### src/rtl/kbd_pkg.sv
// Shared types for the front-panel keypad scanner: FSM states, key codes,
// snapshot classes and the row-drive reset pattern.
package kbd_pkg;

    typedef enum logic [1:0] {
        IDLE       = 2'd0,
        PRESS_DB   = 2'd1,
        DOWN       = 2'd2,
        RELEASE_DB = 2'd3
    } kbd_state_t;

    typedef logic [3:0] key_code_t;

    typedef enum logic [1:0] {
        NONE   = 2'd0,
        SINGLE = 2'd1,
        MULTI  = 2'd2
    } scan_class_t;

    localparam logic [3:0] ROW_RESET = 4'b1110;

    // Number of closed contacts in an active-low snapshot
    function automatic logic [4:0] count_low(input logic [15:0] snap);
        logic [4:0] n;
        n = 5'd0;
        for (int i = 0; i < 16; i++) begin
            n = n + {4'd0, ~snap[i]};
        end
        return n;
    endfunction

endpackage

### src/rtl/kbd_scan_classify.sv
// Combinational classification of one full 16-contact snapshot into
// no key / exactly one key (with its code) / several keys.
module kbd_scan_classify
    import kbd_pkg::*;
(
    input  logic [15:0] i_snap,
    output scan_class_t o_class,
    output key_code_t   o_code
);

    logic [4:0] w_nlow;

    // Code is only meaningful for SINGLE, so any low bit may set it
    always_comb begin
        w_nlow = count_low(i_snap);
        o_code = 4'd0;
        for (int i = 0; i < 16; i++) begin
            if (!i_snap[i]) begin
                o_code = key_code_t'(i);
            end else begin
                o_code = o_code;
            end
        end
        case (w_nlow)
            5'd0:    o_class = NONE;
            5'd1:    o_class = SINGLE;
            default: o_class = MULTI;
        endcase
    end

endmodule

### src/rtl/key_scan_4x4.sv
// 4x4 hex keypad scanner: rotating active-low row drive, per-scan debounce
// of press and release, and a valid/ack key-code handshake with overrun flag.
module key_scan_4x4
    import kbd_pkg::*;
#(
    parameter int SCAN_DIV       = 1000,
    parameter int DEBOUNCE_SCANS = 8
) (
    input  logic       clk,
    input  logic       nrst,
    output logic [3:0] row_n,
    input  logic [3:0] col_n,
    output logic [3:0] key_code,
    output logic       key_valid,
    input  logic       key_ack,
    output logic       key_down,
    output logic       overrun
);

    localparam int              DIV_W     = (SCAN_DIV > 1) ? $clog2(SCAN_DIV) : 1;
    localparam logic [DIV_W-1:0] DIV_LAST = DIV_W'(SCAN_DIV - 1);
    localparam logic [7:0]      DB_TARGET = 8'(DEBOUNCE_SCANS);

    logic [3:0]       r_sync1;
    logic [3:0]       r_sync2;
    logic [DIV_W-1:0] r_div;
    logic [1:0]       r_row_idx;
    logic [3:0]       r_row_n;
    logic [11:0]      r_snap;
    kbd_state_t       r_state;
    logic [7:0]       r_cnt;
    key_code_t        r_cand;
    key_code_t        r_key_code;
    logic             r_key_valid;
    logic             r_key_down;
    logic             r_overrun;

    logic             w_tc;
    logic             w_scan_end;
    logic [15:0]      w_snap_full;
    scan_class_t      w_class;
    key_code_t        w_code;
    logic [7:0]       w_cnt_inc;
    logic             w_ack;
    logic             w_accept;

    assign w_tc        = (r_div == DIV_LAST);
    assign w_scan_end  = w_tc && (r_row_idx == 2'd3);
    assign w_snap_full = {r_sync2, r_snap};
    assign w_cnt_inc   = (r_cnt == 8'hFF) ? r_cnt : (r_cnt + 8'd1);
    assign w_ack       = key_ack && r_key_valid;

    kbd_scan_classify u_classify (
        .i_snap  (w_snap_full),
        .o_class (w_class),
        .o_code  (w_code)
    );

    // Press acceptance: immediate from IDLE when one scan suffices,
    // otherwise when the candidate has been seen DEBOUNCE_SCANS times
    always_comb begin
        w_accept = 1'b0;
        if (w_scan_end && (w_class == SINGLE)) begin
            if (r_state == IDLE) begin
                w_accept = (DB_TARGET == 8'd1);
            end else if (r_state == PRESS_DB) begin
                w_accept = (w_code == r_cand) && (w_cnt_inc >= DB_TARGET);
            end else begin
                w_accept = 1'b0;
            end
        end else begin
            w_accept = 1'b0;
        end
    end

    // Two-flop synchroniser for the asynchronous column inputs
    always_ff @(posedge clk or negedge nrst) begin
        if (!nrst) begin
            r_sync1 <= 4'b1111;
            r_sync2 <= 4'b1111;
        end else begin
            r_sync1 <= col_n;
            r_sync2 <= r_sync1;
        end
    end

    // Row divider, row rotation and per-row column snapshot
    always_ff @(posedge clk or negedge nrst) begin
        if (!nrst) begin
            r_div     <= '0;
            r_row_idx <= 2'd0;
            r_row_n   <= ROW_RESET;
            r_snap    <= 12'hFFF;
        end else if (w_tc) begin
            r_div     <= '0;
            r_row_idx <= r_row_idx + 2'd1;
            r_row_n   <= {r_row_n[2:0], r_row_n[3]};
            if (r_row_idx != 2'd3) begin
                r_snap[{r_row_idx, 2'b00} +: 4] <= r_sync2;
            end
        end else begin
            r_div <= r_div + DIV_W'(1);
        end
    end

    // Debounce FSM and handshake; ack is honoured before a coinciding accept
    always_ff @(posedge clk or negedge nrst) begin
        if (!nrst) begin
            r_state     <= IDLE;
            r_cnt       <= 8'd0;
            r_cand      <= 4'd0;
            r_key_code  <= 4'd0;
            r_key_valid <= 1'b0;
            r_key_down  <= 1'b0;
            r_overrun   <= 1'b0;
        end else begin
            r_overrun <= 1'b0;
            if (w_accept) begin
                r_state    <= DOWN;
                r_cnt      <= 8'd0;
                r_cand     <= w_code;
                r_key_down <= 1'b1;
                if (!r_key_valid || w_ack) begin
                    r_key_code  <= w_code;
                    r_key_valid <= 1'b1;
                end else begin
                    r_overrun <= 1'b1;
                end
            end else begin
                if (w_ack) begin
                    r_key_valid <= 1'b0;
                end
                if (w_scan_end) begin
                    case (r_state)
                        IDLE: begin
                            if (w_class == SINGLE) begin
                                r_cand  <= w_code;
                                r_cnt   <= 8'd1;
                                r_state <= PRESS_DB;
                            end
                        end
                        PRESS_DB: begin
                            if (w_class == SINGLE) begin
                                if (w_code == r_cand) begin
                                    r_cnt <= w_cnt_inc;
                                end else begin
                                    r_cand <= w_code;
                                    r_cnt  <= 8'd1;
                                end
                            end else begin
                                r_state <= IDLE;
                                r_cnt   <= 8'd0;
                            end
                        end
                        DOWN: begin
                            if (w_class == NONE) begin
                                if (DB_TARGET == 8'd1) begin
                                    r_key_down <= 1'b0;
                                    r_state    <= IDLE;
                                    r_cnt      <= 8'd0;
                                end else begin
                                    r_cnt   <= 8'd1;
                                    r_state <= RELEASE_DB;
                                end
                            end
                        end
                        RELEASE_DB: begin
                            if (w_class == NONE) begin
                                if (w_cnt_inc >= DB_TARGET) begin
                                    r_key_down <= 1'b0;
                                    r_state    <= IDLE;
                                    r_cnt      <= 8'd0;
                                end else begin
                                    r_cnt <= w_cnt_inc;
                                end
                            end else begin
                                r_state <= DOWN;
                            end
                        end
                        default: begin
                            r_state <= IDLE;
                            r_cnt   <= 8'd0;
                        end
                    endcase
                end
            end
        end
    end

    assign row_n     = r_row_n;
    assign key_code  = r_key_code;
    assign key_valid = r_key_valid;
    assign key_down  = r_key_down;
    assign overrun   = r_overrun;

endmodule

### config.mk
export PLATFORM = sky130hd
export DESIGN_NAME = key_scan_4x4
export DESIGN_NICKNAME = d
export VERILOG_FILES = /design/src/rtl/kbd_pkg.sv /design/src/rtl/kbd_scan_classify.sv /design/src/rtl/key_scan_4x4.sv
export SDC_FILE = /design/constraint.sdc
export NUM_CORES = 1
export LEC_CHECK = 0
export CAP_MARGIN = 5
export CORE_ASPECT_RATIO = 0.75
export CORE_MARGIN = 3
export CORE_UTILIZATION = 60
export CTS_CLUSTER_SIZE = 16
export DETAILED_ROUTE_END_ITERATION = 8
export GPL_ROUTABILITY_DRIVEN = 0
export PLACE_DENSITY = 0.8
export SKIP_LAST_GASP = 1
export SLEW_MARGIN = 10
export SYNTH_ARGS = -nofsm -noshare
export SYNTH_HDL_FRONTEND = slang
export SYNTH_SLANG_ARGS = --single-unit
export TNS_END_PERCENT = 50
### constraint.sdc
create_clock -name clk -period 5.9 [get_ports clk]
set_input_delay 1.18 -clock clk [delete_from_list [all_inputs] [get_ports clk]]
set_output_delay 1.18 -clock clk [all_outputs]
set_load 0.02 [all_outputs]
==> out/results.tsv <==
stage	metric	value	unit
timing	tns	0	ns
global_route	grt_start_max_net_pins	58	
timing	final_max_slew_viol_count	0	
floorplan	die_w	90.3	um
finish	fin_area	3640	um2
clocking	clk_latency	0.34	ns
floorplan	fp.dieH	69.2	um
timing	period_needed	5.65	ns
clocking	cts_resized	0	
status	status	finished clean	
detailed_routing	drt-wirelength-per-cell	15.6	um
floorplan	boundaryPins	18	
clocking	path_clk_slew	0.07	ns
finish	fin_util	0.727	
worst_hold_path	min_path_type	reg -> reg	
worst_setup_path	slowest_delay	0.55	ns
clocking	cts_hold_buffers	0	
clocking	numCtsBuffers	9	
worst_setup_path	cp.arrival	5.86	ns
logic_synthesis	synth_top_area_share	0.266	
worst_hold_path	min_from	r_sync1[0]	
finish	multi_input_area	1600	um2
worst_setup_path	critPathLaunchType	flop	
worst_setup_path	crit_start	r_snap[1]	
logic_synthesis	synth_nets	340	
logic_synthesis	synth_area	3200	um2
detailed_routing	antenna_left	0	
detailed_routing	drt_wl_total	6390	um
clocking	clock_sinks	57	
logic_synthesis	synth_top_area_cell	dfrtp_1	
floorplan	start_util	0.639	
logic_synthesis	synth-seq-area-share	0.455	
detailed_routing	drtIter0Drc	130	
worst_setup_path	cp_slowest_cell	dfstp_2	
power	vdd_drop_max	0.209	mV
floorplan	core_area	5010	um2
logic_synthesis	synthCells	310	
clocking	cts_tree	built	
clocking	h-tree-depth	3	
run	drv_cap	0	
global_route	grt_pass1_wl	11000	um
power	leakagePower	1.56	nW
worst_setup_path	timing_worst_setup_path_type	reg -> reg	
timing	max_freq	0.177	GHz
finish	fillers	385	
finish	area_growth	13.8	%
floorplan	rows	22	
logic_synthesis	synthTopCellsByArea	dfrtp_1 (27%), dfstp_2 (19%), fa_1 (6.3%)	
power	power.total	826	uW
timing	worst_slew_pin_slew	0.706	ns
clocking	max-clock-path-buffers	2	
clocking	cts_root_buf	clkbuf_8	
worst_setup_path	crit_top_cell	fa_1	
timing	min_period_over_period	0.957	
worst_setup_path	critPathBufInv	4	
worst_setup_path	required	6.11	ns
logic_synthesis	ys.flop_type	dfrtp_1	
detailed_routing	drc	0	
global_route	antenna_found_initial	0	
global_route	gr-usage-all-layers	0.223	
timing	rsz0062_at_grt	no	
clocking	post_cts_buffers	0	
detailed_routing	vias_per_cell	5.73	
detailed_routing	drt_first_pass_iters	4	
finish	diodes	0	
timing	setup_viol	0	
finish	final_nets	362	
finish	layout-drive-gt1-share	0.169	
logic_synthesis	syn_avg_cell_area	10.3	um2
power	powerDensity	227	nW/um2
worst_setup_path	cp-end-kind	flop	
worst_setup_path	crit_chain	inv_1, ha_1, fa_1, inv_1, fa_1, fa_1, inv_1, fa_1, inv_1, fa_1, fa_1, or3b_1, o21ai_2, nand4_1, nand2b_1, nand4b_2, mux2_1	
worst_setup_path	cp_top_family	adder cells	
detailed_routing	via_count	2342	
floorplan	dieArea	6250	um2
logic_synthesis	yosysWarnings	0	
logic_synthesis	async_flop_share	1.00	
timing	max_slew_margin	0.529	
logic_synthesis	yosysUniqueCellTypes	54	
logic_synthesis	ys_seq_elements	57	
global_route	grt_pass1_vias	2304	
logic_synthesis	synth_enable_flop_cells	0	
worst_setup_path	rr_startpoint	r_snap[1]	
finish	seqCellArea	1460	um2
place	io_buffers	17	
worst_setup_path	critPathMaxFanout	6	
timing	timing.final.hold_violations	0	
timing	fin_worst_skew	0.00607	ns
global_route	overflow	0	
place	place_area	3430	um2
place	dp_hpwl	4600	um
[layout make-up]
type | instances | area share
clock inverter | 6 | 0.0227
clock buffer | 10 | 0.0351
sequential | 57 | 0.400
tap | 72 | 0.0247
multi-input combinational | 217 | 0.441
inverter | 29 | 0.0299
timing repair buffer | 18 | 0.0474
[cells by family after synthesis]
| group | after synthesis | share of synthesized area |
|---|---|---|
| and+or+nand+nor | 111 | 0.183 |
| AOI/OAI and AO/OA | 61 | 0.134 |
| DFF | 57 | 0.455 |
| buffers and inverters | 36 | 0.0438 |
| adders and majority gates | 23 | 0.113 |
| muxes | 14 | 0.0489 |
| xor gates and xnor gates | 8 | 0.0219 |
[power by group]
part | total (mW) | internal [mW] | switching (mW)
registers | 0.402 | 0.397 | 0.00504
clock network | 0.389 | 0.235 | 0.154
logic | 0.0349 | 0.0133 | 0.0216
[layout by cell type, fill, tap and decap left out, drive strengths merged, types with 10 or more instances in the layout]
cell type       n
nor2           16
dfrtp          34
clkbuf         10
fa             10
a21oi          12
mux2           13
nand3          10
dfstp          23
nand2          40
inv            29
clkdlybuf4s50  16
ha             13
o21ai          24
[path summary, 6_finish.rpt]
kind / end / slack (ns) / depth (start not counted)
setup reg to reg: key_code[1] / 0.25 / 17
min in group asynchronous: key_code[1] / 0.99 / 2
hold / removal: r_sync2[0] / 0.36 / 0
setup / recovery: key_code[1] / 0.25 / 17
max in group asynchronous: r_cnt[6] / 4.45 / 2
hold reg to reg: r_sync2[0] / 0.36 / 0
[synth_stat cells (all sizes together), types with 2 or more instances]
| cell | count |
|---|---|
| nand4 | 7 |
| and3 | 3 |
| o41ai | 2 |
| xnor2 | 4 |
| nor3 | 3 |
| a31oi | 2 |
| nand3 | 10 |
| nor2b | 9 |
| o21ai | 24 |
| xor2 | 4 |
| inv | 29 |
| mux2 | 13 |
| nand4bb | 2 |
| a211oi | 3 |
| nand4b | 2 |
| nand2b | 5 |
| a21oi | 12 |
| fa | 10 |
| nor2 | 16 |
| o211a | 2 |
| clkbuf | 3 |
| a2111oi | 2 |
| ha | 13 |
| and4b | 2 |
| nand2 | 40 |
| or3b | 2 |
| dfstp | 23 |
| dfrtp | 34 |
| buf | 4 |
| o211ai | 2 |
| a211o | 2 |
| nor3b | 4 |
| a31o | 2 |
[metal layers]
layer | global-route usage | vias up | wire length, um
met3 | 0.0683 | 8 | 349
li1 | - | 1116 | -
met5 | 0 | - | 0
met1 | 0.323 | 1147 | 3170
met4 | 0.0730 | 0 | 81
met2 | 0.321 | 71 | 2790
[through the flow]
| step | instances | hold WS (ns) | setup slack, ns |
|---|---|---|---|
| finish | 409 | 0.355 | 0.252 |
| global route | 409 | 0.360 | 0.0197 |
| CTS | 409 | 0.356 | 0.278 |
| detailed placement | 393 | 0.347 | 0.303 |
| global placement | 393 | 0.346 | 0.486 |
| floorplan | 310 | 0.345 | 0.607 |
[flip-flops by register name (all words and copies together) (netlist names), 2 cells and up]
register   count
r_cnt          8
r_sync2        4
r_row_idx      2
r_div         10
key_code       4
r_snap        12
r_state        2
r_sync1        4
r_cand         4
row_n          4
Note: power is estimated with default switching activity, not from simulation.
